===== src/rtl/acl_cmd_responder.sv =====
// ADXL362 command responder: turns tester command levels into ordered
// register-write requests toward the SPI layer and tracks sensor mode.
module acl_cmd_responder #(
    parameter int unsigned c_reset_wait_cycles = 10000
) (
    input  logic       i_clk_20mhz,
    input  logic       i_rstn_20mhz,
    input  logic       i_cmd_init_measur,
    input  logic       i_cmd_start_measur,
    input  logic       i_cmd_init_linked,
    input  logic       i_cmd_start_linked,
    input  logic       i_cmd_soft_reset,
    output logic       o_command_ready,
    output logic       o_reg_wr_valid,
    output logic [7:0] o_reg_wr_addr,
    output logic [7:0] o_reg_wr_data,
    input  logic       i_reg_wr_ready,
    input  logic       i_reg_wr_done,
    output logic       o_mode_measur_active,
    output logic       o_mode_linked_active,
    output logic       o_cmd_error
);

    typedef enum logic [2:0] {
        ST_IDLE,
        ST_ISSUE,
        ST_WAIT_DONE,
        ST_SETTLE,
        ST_RELEASE
    } state_t;

    typedef enum logic [2:0] {
        CMD_SOFT_RESET,
        CMD_INIT_MEASUR,
        CMD_START_MEASUR,
        CMD_INIT_LINKED,
        CMD_START_LINKED
    } cmd_t;

    // Counter holds the full wait value so it can never wrap.
    localparam int unsigned CNT_W =
        (c_reset_wait_cycles < 2) ? 1 : $clog2(c_reset_wait_cycles + 1);
    localparam int unsigned SETTLE_LAST_I =
        (c_reset_wait_cycles == 0) ? 0 : c_reset_wait_cycles - 1;
    localparam logic [CNT_W-1:0] SETTLE_LAST = SETTLE_LAST_I[CNT_W-1:0];

    // Write table: {addr, data} for each step of each command.
    function automatic logic [15:0] seq_entry(
        input cmd_t       cmd,
        input logic [2:0] idx
    );
        logic [15:0] e;
        e = 16'h0000;
        case (cmd)
            CMD_SOFT_RESET:   e = 16'h1F52;
            CMD_INIT_MEASUR:  e = 16'h2C13;
            CMD_START_MEASUR: e = 16'h2D02;
            CMD_START_LINKED: e = 16'h2D0A;
            CMD_INIT_LINKED: begin
                case (idx)
                    3'd0:    e = 16'h20FA;
                    3'd1:    e = 16'h2100;
                    3'd2:    e = 16'h2396;
                    3'd3:    e = 16'h2400;
                    3'd4:    e = 16'h251E;
                    3'd5:    e = 16'h273F;
                    default: e = 16'h0000;
                endcase
            end
            default: e = 16'h0000;
        endcase
        return e;
    endfunction

    // Index of the final write of a command's sequence.
    function automatic logic [2:0] seq_last(input cmd_t cmd);
        return (cmd == CMD_INIT_LINKED) ? 3'd5 : 3'd0;
    endfunction

    state_t           state, state_n;
    cmd_t             cmd, cmd_n;
    logic [2:0]       idx, idx_n;
    logic [CNT_W-1:0] settle_cnt, settle_cnt_n;
    logic             abort_pend, abort_pend_n;
    logic             rst_serviced, rst_serviced_n;
    logic             armed_measur, armed_measur_n;
    logic             armed_linked, armed_linked_n;
    logic             mode_measur, mode_measur_n;
    logic             mode_linked, mode_linked_n;
    logic             cmd_error, cmd_error_n;

    logic             sr_req;
    logic             sr_abort;
    logic             any_cmd;
    logic             handshake;
    logic [15:0]      entry;

    // A soft reset counts only until it has been taken once at this level.
    assign sr_req    = i_cmd_soft_reset && !rst_serviced;
    assign sr_abort  = sr_req && (cmd != CMD_SOFT_RESET);
    assign any_cmd   = i_cmd_init_measur | i_cmd_start_measur |
                       i_cmd_init_linked | i_cmd_start_linked |
                       i_cmd_soft_reset;
    assign entry     = seq_entry(cmd, idx);

    assign o_command_ready      = (state == ST_IDLE);
    assign o_reg_wr_valid       = (state == ST_ISSUE) && !sr_abort;
    assign o_reg_wr_addr        = (state == ST_ISSUE) ? entry[15:8] : 8'h00;
    assign o_reg_wr_data        = (state == ST_ISSUE) ? entry[7:0] : 8'h00;
    assign o_mode_measur_active = mode_measur;
    assign o_mode_linked_active = mode_linked;
    assign o_cmd_error          = cmd_error;
    assign handshake            = o_reg_wr_valid && i_reg_wr_ready;

    // State and bookkeeping registers.
    always_ff @(posedge i_clk_20mhz or negedge i_rstn_20mhz) begin
        if (!i_rstn_20mhz) begin
            state        <= ST_IDLE;
            cmd          <= CMD_SOFT_RESET;
            idx          <= 3'd0;
            settle_cnt   <= '0;
            abort_pend   <= 1'b0;
            rst_serviced <= 1'b0;
            armed_measur <= 1'b0;
            armed_linked <= 1'b0;
            mode_measur  <= 1'b0;
            mode_linked  <= 1'b0;
            cmd_error    <= 1'b0;
        end else begin
            state        <= state_n;
            cmd          <= cmd_n;
            idx          <= idx_n;
            settle_cnt   <= settle_cnt_n;
            abort_pend   <= abort_pend_n;
            rst_serviced <= rst_serviced_n;
            armed_measur <= armed_measur_n;
            armed_linked <= armed_linked_n;
            mode_measur  <= mode_measur_n;
            mode_linked  <= mode_linked_n;
            cmd_error    <= cmd_error_n;
        end
    end

    // Next-state, command capture, sequencing and completion effects.
    always_comb begin
        state_n        = state;
        cmd_n          = cmd;
        idx_n          = idx;
        settle_cnt_n   = settle_cnt;
        abort_pend_n   = abort_pend;
        rst_serviced_n = rst_serviced;
        armed_measur_n = armed_measur;
        armed_linked_n = armed_linked;
        mode_measur_n  = mode_measur;
        mode_linked_n  = mode_linked;
        cmd_error_n    = 1'b0;

        if (!i_cmd_soft_reset) begin
            rst_serviced_n = 1'b0;
        end

        unique case (state)
            ST_IDLE: begin
                abort_pend_n = 1'b0;
                idx_n        = 3'd0;
                if (sr_req) begin
                    cmd_n          = CMD_SOFT_RESET;
                    rst_serviced_n = 1'b1;
                    state_n        = ST_ISSUE;
                end else if (i_cmd_init_measur) begin
                    cmd_n   = CMD_INIT_MEASUR;
                    state_n = ST_ISSUE;
                end else if (i_cmd_start_measur) begin
                    if (armed_measur) begin
                        cmd_n   = CMD_START_MEASUR;
                        state_n = ST_ISSUE;
                    end else begin
                        cmd_error_n = 1'b1;
                        state_n     = ST_RELEASE;
                    end
                end else if (i_cmd_init_linked) begin
                    cmd_n   = CMD_INIT_LINKED;
                    state_n = ST_ISSUE;
                end else if (i_cmd_start_linked) begin
                    if (armed_linked) begin
                        cmd_n   = CMD_START_LINKED;
                        state_n = ST_ISSUE;
                    end else begin
                        cmd_error_n = 1'b1;
                        state_n     = ST_RELEASE;
                    end
                end
            end

            ST_ISSUE: begin
                if (sr_abort) begin
                    // Nothing in flight yet: switch straight to the reset write.
                    cmd_n          = CMD_SOFT_RESET;
                    idx_n          = 3'd0;
                    abort_pend_n   = 1'b0;
                    rst_serviced_n = 1'b1;
                end else if (handshake) begin
                    state_n = ST_WAIT_DONE;
                end
            end

            ST_WAIT_DONE: begin
                if (sr_abort) begin
                    abort_pend_n   = 1'b1;
                    rst_serviced_n = 1'b1;
                end
                if (i_reg_wr_done) begin
                    if (abort_pend_n) begin
                        cmd_n        = CMD_SOFT_RESET;
                        idx_n        = 3'd0;
                        abort_pend_n = 1'b0;
                        state_n      = ST_ISSUE;
                    end else if (idx != seq_last(cmd)) begin
                        idx_n   = idx + 3'd1;
                        state_n = ST_ISSUE;
                    end else begin
                        settle_cnt_n = '0;
                        state_n      = ST_RELEASE;
                        case (cmd)
                            CMD_SOFT_RESET: begin
                                armed_measur_n = 1'b0;
                                armed_linked_n = 1'b0;
                                mode_measur_n  = 1'b0;
                                mode_linked_n  = 1'b0;
                                state_n        = ST_SETTLE;
                            end
                            CMD_INIT_MEASUR: begin
                                armed_measur_n = 1'b1;
                                armed_linked_n = 1'b0;
                                mode_measur_n  = 1'b0;
                                mode_linked_n  = 1'b0;
                            end
                            CMD_INIT_LINKED: begin
                                armed_linked_n = 1'b1;
                                armed_measur_n = 1'b0;
                                mode_measur_n  = 1'b0;
                                mode_linked_n  = 1'b0;
                            end
                            CMD_START_MEASUR: begin
                                mode_measur_n = 1'b1;
                                mode_linked_n = 1'b0;
                            end
                            CMD_START_LINKED: begin
                                mode_linked_n = 1'b1;
                                mode_measur_n = 1'b0;
                            end
                            default: begin
                                state_n = ST_RELEASE;
                            end
                        endcase
                    end
                end
            end

            ST_SETTLE: begin
                if (settle_cnt == SETTLE_LAST) begin
                    settle_cnt_n = '0;
                    state_n      = ST_IDLE;
                end else begin
                    settle_cnt_n = settle_cnt + 1'b1;
                end
            end

            ST_RELEASE: begin
                if (!any_cmd) begin
                    state_n = ST_IDLE;
                end
            end

            default: begin
                state_n = ST_IDLE;
            end
        endcase
    end

endmodule


===== config.mk =====
export PLATFORM = sky130hd
export DESIGN_NAME = acl_cmd_responder
export DESIGN_NICKNAME = d
export VERILOG_FILES = /design/src/rtl/acl_cmd_responder.sv
export SDC_FILE = /design/constraint.sdc
export NUM_CORES = 1
export LEC_CHECK = 0
export BUFFER_PORTS_ARGS = -buffer_cell sky130_fd_sc_hd__buf_2
export CORE_MARGIN = 2
export CORE_UTILIZATION = 59
export CTS_BUF_LIST = sky130_fd_sc_hd__clkbuf_8
export CTS_CLUSTER_DIAMETER = 80
export DETAILED_ROUTE_END_ITERATION = 8
export HOLD_SLACK_MARGIN = 0.08
export PLACE_DENSITY = 0.9
export REMOVE_ABC_BUFFERS = 1
export SYNTH_ARGS = -nofsm -noshare
export SYNTH_HDL_FRONTEND = slang
export SYNTH_SLANG_ARGS = --single-unit

===== constraint.sdc =====
create_clock -name i_clk_20mhz -period 4.8 [get_ports i_clk_20mhz]
set_clock_uncertainty 0.1 [all_clocks]
set_input_delay 0.24 -clock i_clk_20mhz [delete_from_list [all_inputs] [get_ports i_clk_20mhz]]
set_output_delay 0.24 -clock i_clk_20mhz [all_outputs]
set_load 0.05 [all_outputs]

Word level (Yosys, flattened, before mapping)
Cells that the tools add are included.
{"block": "classes", "mux": 62, "eq_ne": 28, "n_reduce_logical": 30, "n_addsub": 2, "bitwise": 6}
{"op": "2-to-1 mux 3 bit", "n": 29}
{"op": "one-hot mux 14 bit (6 select lines)", "n": 1}
{"op": "one-hot mux 14 bit (5 select lines)", "n": 1}
{"op": "2-to-1 mux 14 bit", "n": 4}
{"op": "one-hot mux 14 bit (2 select lines)", "n": 1}
{"op": "AND reduction 5 bit", "n": 4}
{"op": "== test 3 x 2 -> 1 bit (second input constant)", "n": 6}
{"op": "!= test 2 bit (second input constant)", "n": 9}
{"op": "one-hot mux 3 bit (3 select lines)", "n": 2}
{"op": "2-to-1 mux 8 bit", "n": 2}
{"op": "2-to-1 mux 1 bit", "n": 15}
{"op": "one-hot mux 3 bit (5 select lines)", "n": 1}
{"op": "adder 14 x 1 -> 14 bit (second input constant)", "n": 1}
{"op": "== test 14 bit (second input constant)", "n": 1}
{"op": "== test 3 bit (second input constant)", "n": 4}
{"op": "one-hot mux 1 bit (2 select lines)", "n": 5}
{"op": "nonzero test 2 bit", "n": 5}
{"op": "== test 3 x 1 -> 1 bit (second input constant)", "n": 3}
{"op": "logical NOT 3 bit", "n": 3}
{"op": "AND reduction 4 bit", "n": 2}
{"op": "OR reduction 4 bit", "n": 2}
{"op": "AND reduction 7 bit", "n": 1}
{"op": "!= test 6 x 4 -> 1 bit (second input constant)", "n": 1}
{"op": "!= test 6 x 5 -> 1 bit (second input constant)", "n": 1}
{"op": "other kinds (13)", "n": 24}
{"block": "totals", "elab_cells": 139, "regBits": 30}

Longest topological paths before layout
{"block": "depth", "word_depth": 9, "ltp_mapped": 8, "ltp_nobuf": 6}

Worst setup path after synthesis
No wires, ideal clock.
{"block": "synth_path", "path_kind": "reg-to-output", "startpoint": "register state[0]", "endpoint": "output port o_reg_wr_data[5]", "arrival_ps": 3380, "path_buffers": 1, "stages_incl_launch_ff": 4, "setup_slack_ps": 1080, "path_cell_list": "dfrtp_1 > clkbuf_1 > nand3b_1 > a2111oi_0"}
{"block": "synth_via", "elab_chain_cells": 2}
{"element": "from (decl)", "line_no": "80", "source": "state_t state, state_n;"}
{"element": "from (signal assigned)", "line_no": "130", "source": "state <= state_n;"}
{"element": "== test 3 x 1 -> 1 bit", "line_no": "109", "source": "assign o_reg_wr_data = (state == ST_ISSUE) ? entry[7:0] : 8'h00;"}
{"element": "2-to-1 mux 8 bit", "line_no": "109"}
{"element": "to (decl)", "line_no": "16", "source": "output logic [7:0] o_reg_wr_data,"}
No other way between the ends.

Worst setup path in the final report
{"block": "layout_path", "startpoint": "register idx[0]", "endpoint": "output port o_reg_wr_addr[5]"}
{"block": "layout_via", "elab_chain_cells": 4}
{"element": "from (decl)", "line_no": "82", "source": "logic [2:0] idx, idx_n;"}
{"element": "from (signal assigned)", "line_no": "132", "source": "idx <= idx_n;"}
{"element": "== test 3 bit (tied with other cells)", "line_no": "60", "source": "case (idx)"}
{"element": "one-hot mux 14 bit (6 select lines) *", "line_no": "60"}
{"element": "one-hot mux 14 bit (5 select lines) *", "line_no": "54", "source": "case (cmd)"}
{"element": "2-to-1 mux 8 bit *", "line_no": "108", "source": "assign o_reg_wr_addr = (state == ST_ISSUE) ? entry[15:8] : 8'h00;"}
{"element": "to (decl)", "line_no": "15", "source": "output logic [7:0] o_reg_wr_addr,"}
Mark *: on every way between the ends. The rest lies on a longest branch, timed or not.

==> reports/qor.yml <==
layout:
  fin_nets: 294
  stdcell_area_um2: 2331
  final_cells: 326
  drive_gt1_share_pct: 15.00
  final_cell_mix: "dfrtp_1 (30), nand2_1 (28), buf_2 (27), nor2_1 (24), a21oi_1 (20)"
  diodes: 0
  final_util_pct: 68.77
  layout_commonest_cell: "dfrtp_1"
  n_fill_cell: 291
  areaGrowthSynthToFinish_pct: 10.50
run:
  drv_cap: 0
timing:
  tns_ns: 0
  finalSetupViolations: 0
  fin_crit_ns: 2.442
  finalMaxSlewViolations: 0
  max_freq_ghz: 0.4096
  slew_headroom_pct: 27.42
  rsz0062_at_grt: "no"
  tightest_slew_ns: 1.075
  hold_viol: 0
  setup_ws_ns: 2.358
  finalCritPeriodShare_pct: 50.86
critical_path:
  critical_path_class: "register to primary output"
  crit_path_max_fanout: 9
  required_ns: 4.46
  startpoint_type: "register"
  crit_arrival_ns: 2.10
  end_kind: "primary output"
synthesis:
  async_flop_share_pct: 100.0
  syn_inst: 259
  synth_compound_area_share_pct: 24.02
  synth_ff_type: "dfrtp_1"
  synth_top_family_by_area: "simple AND/OR/NAND/NOR gates"
  synthSimpleGateAreaFrac_pct: 26.69
  syn_area_um2: 2110
  synth_xor_area_share_pct: 0.4152
  ys_types: 55
  synth_area_per_cell_um2: 8.145
  muxShareOfSynthArea_pct: 3.618
  synth.ff_latch_count: 30
  synth-edff-count: 0
  ys_warn_count: 0
  synth_seq_area_share_pct: 35.59
  synthAdderAreaFrac_pct: 3.559
floorplan:
  chipHeight_um: 63.80
  ioPinCount: 30
  design.core.area_um2: 3390
  die-area_um2: 4070
  die_w_um: 63.80
  start_util_pct: 62.24
  rows: 21
place:
  placed_area_um2: 2226
  gp_congestion: 0.8459
  dpl.hpwl_um: 3394
  portBuffers: 27
  place_inst: 317
  place_worst_setup_slack_ns: 2.473
routing:
  drt_pass1_iterations: 4
  routed_wirelength_um: 4856
  drc: 0
  via_per_inst: 6.153
  wl_per_cell_um: 14.90
  vias: 2006
  ant_nets: 0
  drt_iter0_drc: 123
global_routing:
  grt_pass1_wl_um: 8390
  grt_antenna_before_repair: 0
  grt_use_total_pct: 25.93
  grt_max_degree: 31
  grt_overflow: 0
  grt_pass1_vias: 1865
cts:
  clock_latency_ns: 0.29
  cts-htree-levels: 2
  cts-resized-gates: 0
  clockBufferDepth: 2
  clkTransAtPathRegs_ns: 0.07
  cts_sinks: 30
  clock_tree.root_cell: "clkbuf_8"
  cts_buffers: 5
  cts_tree: "done"
outcome:
  status: "finished, final reports clean"
pwr:
  power.internal_w: 0.0003735
  power_frac_seq_pct: 51.5
  ir_drop_uv: 216.5
  swShare_pct: 23.95
  p_leak_nw: 1.089
  p_clk_share_pct: 43.9
  switching_power_w: 0.0001176
  power_frac_comb_pct: 4.6
  power_density_nw_per_um2: 210.7
worst_hold_path:
  hp-class: "input port to register"
[critical path, stage by stage (launching register included)]
cell,delay (ns)
dfrtp_1,0.49
inv_1,0.11
ha_1,0.27
or2_2,0.31
nor4b_1,0.31
nor3_1,0.09
buf_2,0.24
[final timing paths]
kind	slack [ns]	from	depth (start not counted)	endpoint
setup / recovery	2.36	idx[0]	6	o_reg_wr_addr[5]
hold / removal	0.10	i_cmd_soft_reset	2	rst_serviced
setup reg to reg	2.42	settle_cnt[0]	5	settle_cnt[12]
hold reg to reg	0.38	settle_cnt[10]	1	settle_cnt[10]
max in group asynchronous	3.75	i_rstn_20mhz	2	idx[2]
min in group asynchronous	0.42	i_rstn_20mhz	2	o_mode_measur_active
[metal layers]
layer,global-route usage (%),share of wire [%]
met1,35.15,46
met2,41.80,48
met4,8.696,1.2
met5,0,0
met3,4.930,4.8
[cell families (layout without fill, tap and decap cells)]
logic type	Yosys count	count (layout)
AO/OA/AOI/OAI	78	78
adder cells (fa/ha/maj)	6	6
flip-flops	30	30
AND/OR/NAND/NOR	109	109
buffers and inverters	28	48
multiplexers	6	6
other	1	2
XOR/XNOR	1	1
[cell type report]
class / instances / area (µm²) / area share (%)
Clock inverter: 2 / 12.51 / 0.5368
Inverter: 12 / 45.04 / 1.932
Sequential cell: 30 / 750.7 / 32.21
Clock buffer: 6 / 82.58 / 3.543
Tap cell: 46 / 57.56 / 2.469
Timing Repair Buffer: 28 / 145.1 / 6.226
Multi-Input combinational cell: 202 / 1237 / 53.09
[sequential cells by signal (all words and copies together) (netlist names)]
signal and flops:
abort_pend 1, armed_linked 1, armed_measur 1, cmd 3
idx 3, o_cmd_error 1, o_mode_linked_active 1, o_mode_measur_active 1
rst_serviced 1, settle_cnt 14, state 3
[timing repair]
action / in CTS / in global routing
hold buffers: 1 / 0
endpoints found under the hold margin: 30 / 0
buffers inserted: 0 / 0
[Yosys cell counts, drive strengths merged (3+ instances only)]
cell type   n  area [µm²]
mux2i       3       42.54
a21oi      20       100.1
mux2        3       33.78
ha          6       75.07
nand4       4       25.02
buf         8       50.04
nand2      28       105.1
o21a        5       37.54
nand2b      7       43.79
inv        12       45.04
nor3       14       70.07
clkbuf      8       30.03
nor3b       3       22.52
dfrtp      30       750.7
o21ai      16       80.08
and3        6       37.54
nor2       25       96.35
a31oi      11       68.82
o211ai      3       22.52
nor4        3       33.78
nand3       5       25.02
[per-stage QoR]
step	power [W]	hold slack (ns)
finish	0.0004911	0.1002
detailed placement	0.0002790	0.1971
floorplan	0.0002672	-0.1556
CTS	0.0004921	0.09899
global route	0.0005027	0.1131
global placement	0.0002785	0.2005
[power by group through the flow]
stage | clock network, W | logic, W | registers (W)
6_report | 0.000216 | 0.0000225 | 0.000253
5_1_grt | 0.000225 | 0.0000254 | 0.000253
4_1_cts | 0.000217 | 0.0000222 | 0.000253
3_5_place_dp | 0 | 0.0000214 | 0.000258
3_3_place_gp | 0 | 0.0000210 | 0.000258
2_1_floorplan | 0 | 0.00000964 | 0.000258
No activity file was read; power rests on OpenSTA's default activity.
